File: config.mk
export PLATFORM = sky130hd
export DESIGN_NAME = program_loader
export DESIGN_NICKNAME = d
export VERILOG_FILES = /design/src/rtl/program_loader.sv
export SDC_FILE = /design/constraint.sdc
export NUM_CORES = 1
export LEC_CHECK = 0
export CORE_ASPECT_RATIO = 0.9
export CORE_MARGIN = 3
export CORE_UTILIZATION = 55
export CTS_BUF_LIST = sky130_fd_sc_hd__clkbuf_2 sky130_fd_sc_hd__clkbuf_4 sky130_fd_sc_hd__clkbuf_8
export DETAILED_ROUTE_END_ITERATION = 10
export PLACE_DENSITY = 0.89
export SETUP_SLACK_MARGIN = 0.3
export SYNTH_ARGS = -nofsm -noshare
export SYNTH_HDL_FRONTEND = slang
export SYNTH_SLANG_ARGS = --single-unit
File: constraint.sdc
create_clock -name clk -period 2.4 [get_ports clk]
set_clock_uncertainty 0.1 [all_clocks]
set_input_delay 0.6 -clock clk [delete_from_list [all_inputs] [get_ports clk]]
set_output_delay 0.6 -clock clk [all_outputs]
set_load 0.05 [all_outputs]
File: src/rtl/program_loader.sv
// Frames a valid/ready byte stream into 9-bit words, writes them to instruction
// memory from address 0, then starts the core. Optional: `define CHECKSUM_EN.
module program_loader #(
  parameter int D = 10,
  parameter int W = 9
) (
  input  logic         clk,
  input  logic         reset,
  input  logic         load_req,
  input  logic         in_valid,
  input  logic [7:0]   in_data,
  output logic         in_ready,
  output logic         wr_en,
  output logic [D-1:0] wr_addr,
  output logic [W-1:0] wr_data,
  output logic         core_start,
  input  logic         core_done,
  output logic         busy,
  output logic         finished,
  output logic         err,
  output logic [D-1:0] word_count,
  output logic [3:0]   dbgState
);

  // Handshake: a byte moves when in_valid && in_ready at a rising clk edge;
  // in_ready depends on state only, never on in_valid.
  typedef enum logic [3:0] {
    S_IDLE,
    S_LEN_LO,
    S_LEN_HI,
    S_WORD_LO,
    S_WORD_HI,
`ifdef CHECKSUM_EN
    S_CHK,
`endif
    S_RUN,
    S_DONE,
    S_ERR
  } state_t;

  state_t       state;
  state_t       next;
  logic         accept;
  logic         startLoad;
  logic         lastWord;
  logic         lenBad;
  logic [7:0]   lenLo;
  logic [7:0]   wordLo;
  logic [15:0]  len;
  logic [D-1:0] addr;
`ifdef CHECKSUM_EN
  logic [7:0]   xorAcc;
`endif

  assign accept   = in_valid && in_ready;
  assign len      = {in_data, lenLo};
  // Rejecting any bit at or above D keeps the address counter from wrapping.
  assign lenBad   = (len == 16'd0) || (|len[15:D]);
  assign lastWord = (addr == word_count - D'(1));
  assign dbgState = state;

  always_ff @(posedge clk or negedge reset) begin
    if (!reset) state <= S_IDLE;
    else        state <= next;
  end

  always_comb begin
    next      = state;
    in_ready  = 1'b0;
    busy      = 1'b0;
    finished  = 1'b0;
    err       = 1'b0;
    startLoad = 1'b0;
    case (state)
      S_IDLE: begin
        if (load_req) begin
          startLoad = 1'b1;
          next      = S_LEN_LO;
        end
      end
      S_LEN_LO: begin
        in_ready = 1'b1;
        busy     = 1'b1;
        if (in_valid) next = S_LEN_HI;
      end
      S_LEN_HI: begin
        in_ready = 1'b1;
        busy     = 1'b1;
        if (in_valid) next = lenBad ? S_ERR : S_WORD_LO;
      end
      S_WORD_LO: begin
        in_ready = 1'b1;
        busy     = 1'b1;
        if (in_valid) next = S_WORD_HI;
      end
      S_WORD_HI: begin
        in_ready = 1'b1;
        busy     = 1'b1;
`ifdef CHECKSUM_EN
        if (in_valid) next = lastWord ? S_CHK : S_WORD_LO;
`else
        if (in_valid) next = lastWord ? S_RUN : S_WORD_LO;
`endif
      end
`ifdef CHECKSUM_EN
      S_CHK: begin
        in_ready = 1'b1;
        busy     = 1'b1;
        if (in_valid) next = (in_data == xorAcc) ? S_RUN : S_ERR;
      end
`endif
      S_RUN: begin
        busy = 1'b1;
        if (core_done) next = S_DONE;
      end
      S_DONE: begin
        finished = 1'b1;
        if (load_req) begin
          startLoad = 1'b1;
          next      = S_LEN_LO;
        end
      end
      S_ERR: begin
        err = 1'b1;
        if (load_req) begin
          startLoad = 1'b1;
          next      = S_LEN_LO;
        end
      end
      default: next = S_IDLE;
    endcase
  end

  always_ff @(posedge clk or negedge reset) begin
    if (!reset) begin
      lenLo      <= '0;
      wordLo     <= '0;
      addr       <= '0;
      word_count <= '0;
      wr_en      <= 1'b0;
      wr_addr    <= '0;
      wr_data    <= '0;
      core_start <= 1'b0;
`ifdef CHECKSUM_EN
      xorAcc     <= '0;
`endif
    end else begin
      wr_en      <= 1'b0;
      core_start <= (next == S_RUN) && (state != S_RUN);
      if (startLoad) begin
        addr   <= '0;
`ifdef CHECKSUM_EN
        xorAcc <= '0;
`endif
      end
      if (accept) begin
        case (state)
          S_LEN_LO: lenLo <= in_data;
          S_LEN_HI: if (!lenBad) word_count <= len[D-1:0];
          S_WORD_LO: begin
            wordLo <= in_data;
`ifdef CHECKSUM_EN
            xorAcc <= xorAcc ^ in_data;
`endif
          end
          S_WORD_HI: begin
            wr_en   <= 1'b1;
            wr_addr <= addr;
            wr_data <= W'({in_data[0], wordLo});
            addr    <= addr + D'(1);
`ifdef CHECKSUM_EN
            xorAcc  <= xorAcc ^ in_data;
`endif
          end
          default: ;
        endcase
      end
    end
  end

endmodule

==> results of run 1 <==
kinds of logic (layout without fill, tap and decap cells):
logic type,after synthesis,count (layout),share of synthesized area [%]
flops,61,61,50.4
xor+xnor,10,10,2.89
buf+inv,21,120,3.51
compound gates,41,41,8.43
mux,30,30,11.0
fa+ha+maj,2,2,0.827
other cells,1,1,0.124
simple gates,133,133,22.8
worst paths after layout:
| kind | end | slack (ns) | depth (start not counted) |
|---|---|---|---|
| worst max-delay path | dbgState[2] | 0.07 | 6 |
| worst min-delay path | addr[0] | 0.09 | 1 |
| worst max register to register | dbgState[2] | 0.07 | 6 |
| worst min register to register | wr_addr[8] | 0.37 | 2 |
| max in group asynchronous | word_count[3] | 1.52 | 2 |
| min in group clk | wr_addr[8] | 0.37 | 2 |
final cells by class:
| type | instances | area [um^2] |
|---|---|---|
| Inverter | 7 | 31.3 |
| Fill cell | 274 | 848 |
| Sequential cell | 61 | 1540 |
| Clock inverter | 2 | 10.0 |
| Clock buffer | 14 | 168 |
| Tap cell | 65 | 81.3 |
| Multi-Input combinational cell | 217 | 1520 |
| Timing Repair Buffer | 97 | 880 |
per-stage QoR:
stage               TNS (ns)  instances  util [%]  hold slack, ns
CTS                        0        447      79.3           0.109
finish                     0        463      83.3          0.0882
detailed placement   -0.0617        421      74.6           0.358
floorplan                  0        299         -           0.204
global route               0        463      83.3           0.116
global placement           0        421      74.6           0.353
synthesized netlist by cell type (all sizes together) (2+ instances only):
cell    instances
o21ai          15
nand2b          6
inv             6
mux2           26
buf             9
nor3            6
nand2          68
nor3b           3
o31ai           3
or2             2
a211oi          2
a311oi          3
xor2            6
mux2i           4
xnor2           4
a21oi           7
o211ai          2
nand4           5
or3             3
nand3           7
a31oi           5
nor2           18
dfrtp          61
ha              2
nor2b           8
nor4            4
clkbuf          5
flip-flops by register name (all words and copies together), names as in the netlist:
register    cells
wr_data         9
wordLo          8
wr_en           1
lenLo           8
wr_addr        10
addr           10
word_count     10
dbgState        4
core_start      1
routing by layer:
| layer | part of all wire [%] | vias to the layer above | GRT usage [%] |
|---|---|---|---|
| met5 | 0 | - | 0 |
| met4 | 5.8 | 0 | 6.91 |
| met3 | 8.9 | 70 | 8.32 |
| met2 | 49 | 196 | 42.3 |
| met1 | 36 | 1399 | 29.3 |
| li1 | - | 1220 | - |
critical path: stages, from the launching register on:
cell and delay [ns]:
dfrtp_1 0.44, xor2_1 0.41, xnor2_1 0.23, a211oi_1 0.16, o31ai_1 0.32, nand4_1 0.24
o21ai_0 0.32
power breakdown:
group,total [uW],switching [uW],internal (uW)
Sequential,1330,142,1190
Clock,861,414,447
Combinational,708,416,292
repair_timing:
action,4_1_cts,5_1_grt
pin swaps,2,10
resized for setup,42,35
endpoints found under the hold margin,0,0
setup buffers,10,16
endpoints found under the setup margin,37,23
==> run metrics, run 1 <==
outcome complete, no violations; Pleak 0.00208 uW; ys flop type dfrtp_1; Synth area leader dfrtp_1; DRC 0; largest net degree at the start of global routing 43; Starting Density 59.6%; CTS tree built; Area after DPL 3790 um^2; Final setup violation count 0; Inserted Clock Buffers 9; first-pass GRT wire length 12.4 mm; share of layout cells above drive strength 1 34.7%; post-route ant nets 0; Cell Rows 24; startpoint type of the worst setup path flip-flop; data required time at the worst endpoint 2.54 ns; Netlist cell types 46; CTS sink count 61; Mean Syn Cell Area 10.1 um^2; CP Capture Type flip-flop; Clock Pin Slew Worst Setup and Hold Paths 0.08 ns; Vias 2,885; Die W 84.2 um; Worst R2R Start addr[9]; critical path class flip-flop to flip-flop; Port Buffer Count 51; Post-synth ARST share 100%; P per Cell Area 686 nW/um^2; min Tclk post-route 2.33 ns; EDFF count, synth 0; synth top area cells dfrtp_1, mux2_2, nand2_1, o21ai_0, nor2_1; initial antenna violation count 0; Routability Congestion 0.806; Post-Syn Nets 314; Worst Tran Pin Value 0.528 ns; Overall Global Routing Usage 24.6%; fmax 429 MHz; Crit. Startpoint addr[9]; Place WS -0.0156 ns; worst min-delay path category input port to async pin; hold buffers post-CTS 0; I/O Pins 52; die height 76.4 um; core area 5070 um^2; Root Buffer clkbuf_8; TritonRoute pass-1 iters 5; total die area 6430 um^2; drt first-iter violations 313; share of the synthesized area in the top cell type 50.4%; sequential fraction of the synthesis area 50.4%; RSZ-0062 raised after global routing true; Clk Latency, worst-skew pair 0.35 ns; mapped cell area 3030 um^2; Ant. Diodes 0; area delta synth->final 39.6%; HPWL Detailed 5.10 mm; Wirelength per Cell 20.3 um; Ys Warns 0; setup ws final 0.0671 ns; Detailed Route WL 9.40 mm; Final Hold Fails 0; vias in the first global route 2,538; VDD IR max 0.000533 V; Yosys reg bits 61; relative slew slack 65.0%; synthesized netlist cell count 299; clk buf depth 2; post-route cell area 4230 um^2; # nets final 408; Max Cap Viol 0; Congestion Overflow GR 0; most frequent cells in the layout nand2_1, dfrtp_1, buf_4, mux2_2, dlygate4sd2_1; final period utilization 97.2%; CP max FO 5; Pwr Total 2900 uW; H-tree depth 3; WP data arrival 2.47 ns; final slew viol count 0; drt via density 6.23; commonest non-fill, non-tap cell in the layout nand2_1
Power figures use the tool's default switching activity.
==> inputs of run 2 (changes only) <==
- CTS_CLUSTER_DIAMETER: not set -> 50
- clock period: 2.4 -> 2.2 ns (I/O delays scaled with it)
==> run metrics, run 2 (synthesis results as in run 1) <==
setup slack, reg-to-reg -0.12 ns (was 0.07 ns); Max Cap Viol 0 (unchanged); CP Capture Type flip-flop (unchanged); share of layout cells above drive strength 1 43.8% (was 34.7%); final period utilization 105% (was 97.2%); Final Hold Fails 0 (unchanged); largest net degree at the start of global routing 29 (was 43); Layout Utilization 93.7% (was 83.3%); H-tree depth 3 (unchanged); M3 GR Usage 8.97% (was 8.32%); Overall Global Routing Usage 31.2% (was 24.6%); P per Cell Area 775 nW/um^2 (was 686 nW/um^2); WP data arrival 2.46 ns (was 2.47 ns); met1 usage 34.4% (was 29.3%); Net Switching 1270 uW (was 972 uW); most frequent cells in the layout nand2_1, buf_4, dfrtp_1, mux2_4, buf_6 (was nand2_1, dfrtp_1, buf_4, mux2_2, dlygate4sd2_1); TritonRoute pass-1 iters 6 (was 5); Routability Congestion 0.890 (was 0.806); outcome finished, violations left (was complete, no violations); Worst Tran Pin Value 0.584 ns (was 0.528 ns); Root Buffer clkbuf_8 (unchanged); Clock Pin Slew Worst Setup and Hold Paths 0.09 ns (was 0.08 ns); biggest regs addr (10), word_count (10), wr_addr (10) (unchanged); post-route ant nets 0 (unchanged); clk buf depth 2 (unchanged); CP max FO 6 (was 5); Combinational Power Share 27.9% (was 24.4%); initial antenna violation count 0 (unchanged); RSZ-0062 raised after global routing true (unchanged); worst min-delay path category input port to async pin (unchanged); # nets final 432 (was 408); die height 76.4 um (unchanged); fmax 431 MHz (was 429 MHz); Cell Rows 24 (unchanged); Placed Cells 427 (was 421); Vias 3,324 (was 2,885); core area 5070 um^2 (unchanged); Congestion Overflow GR 0 (unchanged); drt first-iter violations 545 (was 313); FF-to-FF path depth 8 (was 6); I/O Pins 52 (unchanged); CTS tree built (unchanged); Int Power 2410 uW (was 1930 uW); # fillers 145 (was 274); min Tclk post-route 2.32 ns (was 2.33 ns); Inserted Clock Buffers 9 (unchanged); area delta synth->final 57.1% (was 39.6%); drt via density 6.83 (was 6.23); startpoint type of the worst setup path flip-flop (unchanged); Ant. Diodes 0 (unchanged); commonest non-fill, non-tap cell in the layout nand2_1 (unchanged); CTS sink count 61 (unchanged); Pleak 0.00230 uW (was 0.00208 uW); clock share of power 31.8% (was 29.7%); Layout Cells excl Fill 487 (was 463); data required time at the worst endpoint 2.35 ns (was 2.54 ns); first-pass GRT wire length 15.3 mm (was 12.4 mm); final slew viol count 0 (unchanged); met2 GRT Util 53.6% (was 42.3%); total die area 6430 um^2 (unchanged); VDD IR max 0.000849 V (was 0.000533 V); DRC 0 (unchanged); critical path class flip-flop to flip-flop (unchanged); Wirelength per Cell 27.0 um (was 20.3 um); Min Hold Slack 0.0721 ns (was 0.0882 ns); vias in the first global route 2,993 (was 2,538); relative slew slack 61.1% (was 65.0%); Starting Density 59.6% (unchanged); Clk Latency, worst-skew pair 0.36 ns (was 0.35 ns); violated checks setup timing; Die W 84.2 um (unchanged); Detailed Route WL 13.1 mm (was 9.40 mm); switching portion of total power 34.5% (was 33.5%); hold buffers post-CTS 0 (unchanged); Final setup violation count 2 (was 0); setup ws final -0.118 ns (was 0.0671 ns); Seq pwr share 40.3% (was 45.9%); Port Buffer Count 51 (unchanged); HPWL Detailed 5.29 mm (was 5.10 mm); grt peak-use layer met2 (unchanged)
## run 2: changes by cell type in the layout (fill, tap and decap cells not counted), sizes merged
cell / change
clkinvlp: +3
bufinv: +2
clkdlybuf4s15: +5
clkinv: -1
nand4: +1
buf: +37
clkbuf: -2
dlymetal6s2s: -1
dlygate4sd2: -20
## run 2: final cells by class
type                       instances  area, um^2  area share, %
tap                               65        81.3           1.71
timing repair buffer             120        1170           24.6
inverter                           7        31.3          0.658
clock inverter                     6        87.6           1.84
clock buffer                      10         131           2.76
multi-input combinational        218        1720           36.2
sequential                        61        1540           32.3
## run 2: final timing paths
path | startpoint | endpoint
worst min register to register | wr_addr[6] | wr_addr[6]
worst min-delay path | reset | wr_addr[9]
worst max-delay path | word_count[0] | dbgState[1]
max in group asynchronous | reset | word_count[2]
min in group clk | wr_addr[6] | wr_addr[6]
worst max register to register | word_count[0] | dbgState[1]
## run 2: metrics by stage
stage               worst slack (ns)  total power, uW  cell area (um^2)  setup TNS, ns
global route                  -0.154             3770              4760         -0.346
floorplan                    -0.0276             1890              3120        -0.0302
global placement              -0.201             2160              3830          -3.74
finish                        -0.118             3680              4760         -0.169
detailed placement            -0.222             2200              3830          -5.30
CTS                           0.0709             3380              4330              0
## run 2: power groups by stage
stage | clock (uW) | combinational [uW] | sequential (uW)
after floorplan | 0 | 296 | 1600
after global placement | 0 | 713 | 1450
after detailed placement | 0 | 737 | 1460
after CTS | 1120 | 828 | 1440
after global routing | 1210 | 1060 | 1500
final | 1170 | 1030 | 1480
## run 2: critical path: stages (launching register included)
cell      delay (ns)
dfrtp_2         0.41
inv_2           0.07
ha_4            0.18
buf_4           0.15
and4bb_2        0.32
a211oi_1        0.07
o31ai_1         0.33
nand4_1         0.27
a22o_1          0.31
## run 2: layer usage
layer  vias up  wire length (um)  share of wire [%]
li1       1267                 -                  -
met1      1550              4410                 34
met2       372              6220                 47
met3       135              1420                 11
met4         0              1090                8.3
met5         -                 0                  0
## run 2: what timing repair did
item	4_1_cts	5_1_grt
buffers inserted	24	18
cloned	1	1
setup endpoints to repair	67	57
pin swaps	13	17
gates resized for setup	47	87
==> inputs of run 3 (changes only) <==
- CAP_MARGIN: not set -> 25
==> results of run 3 <==
No change in the layout: final DEF, timing and power equal those of run 2.
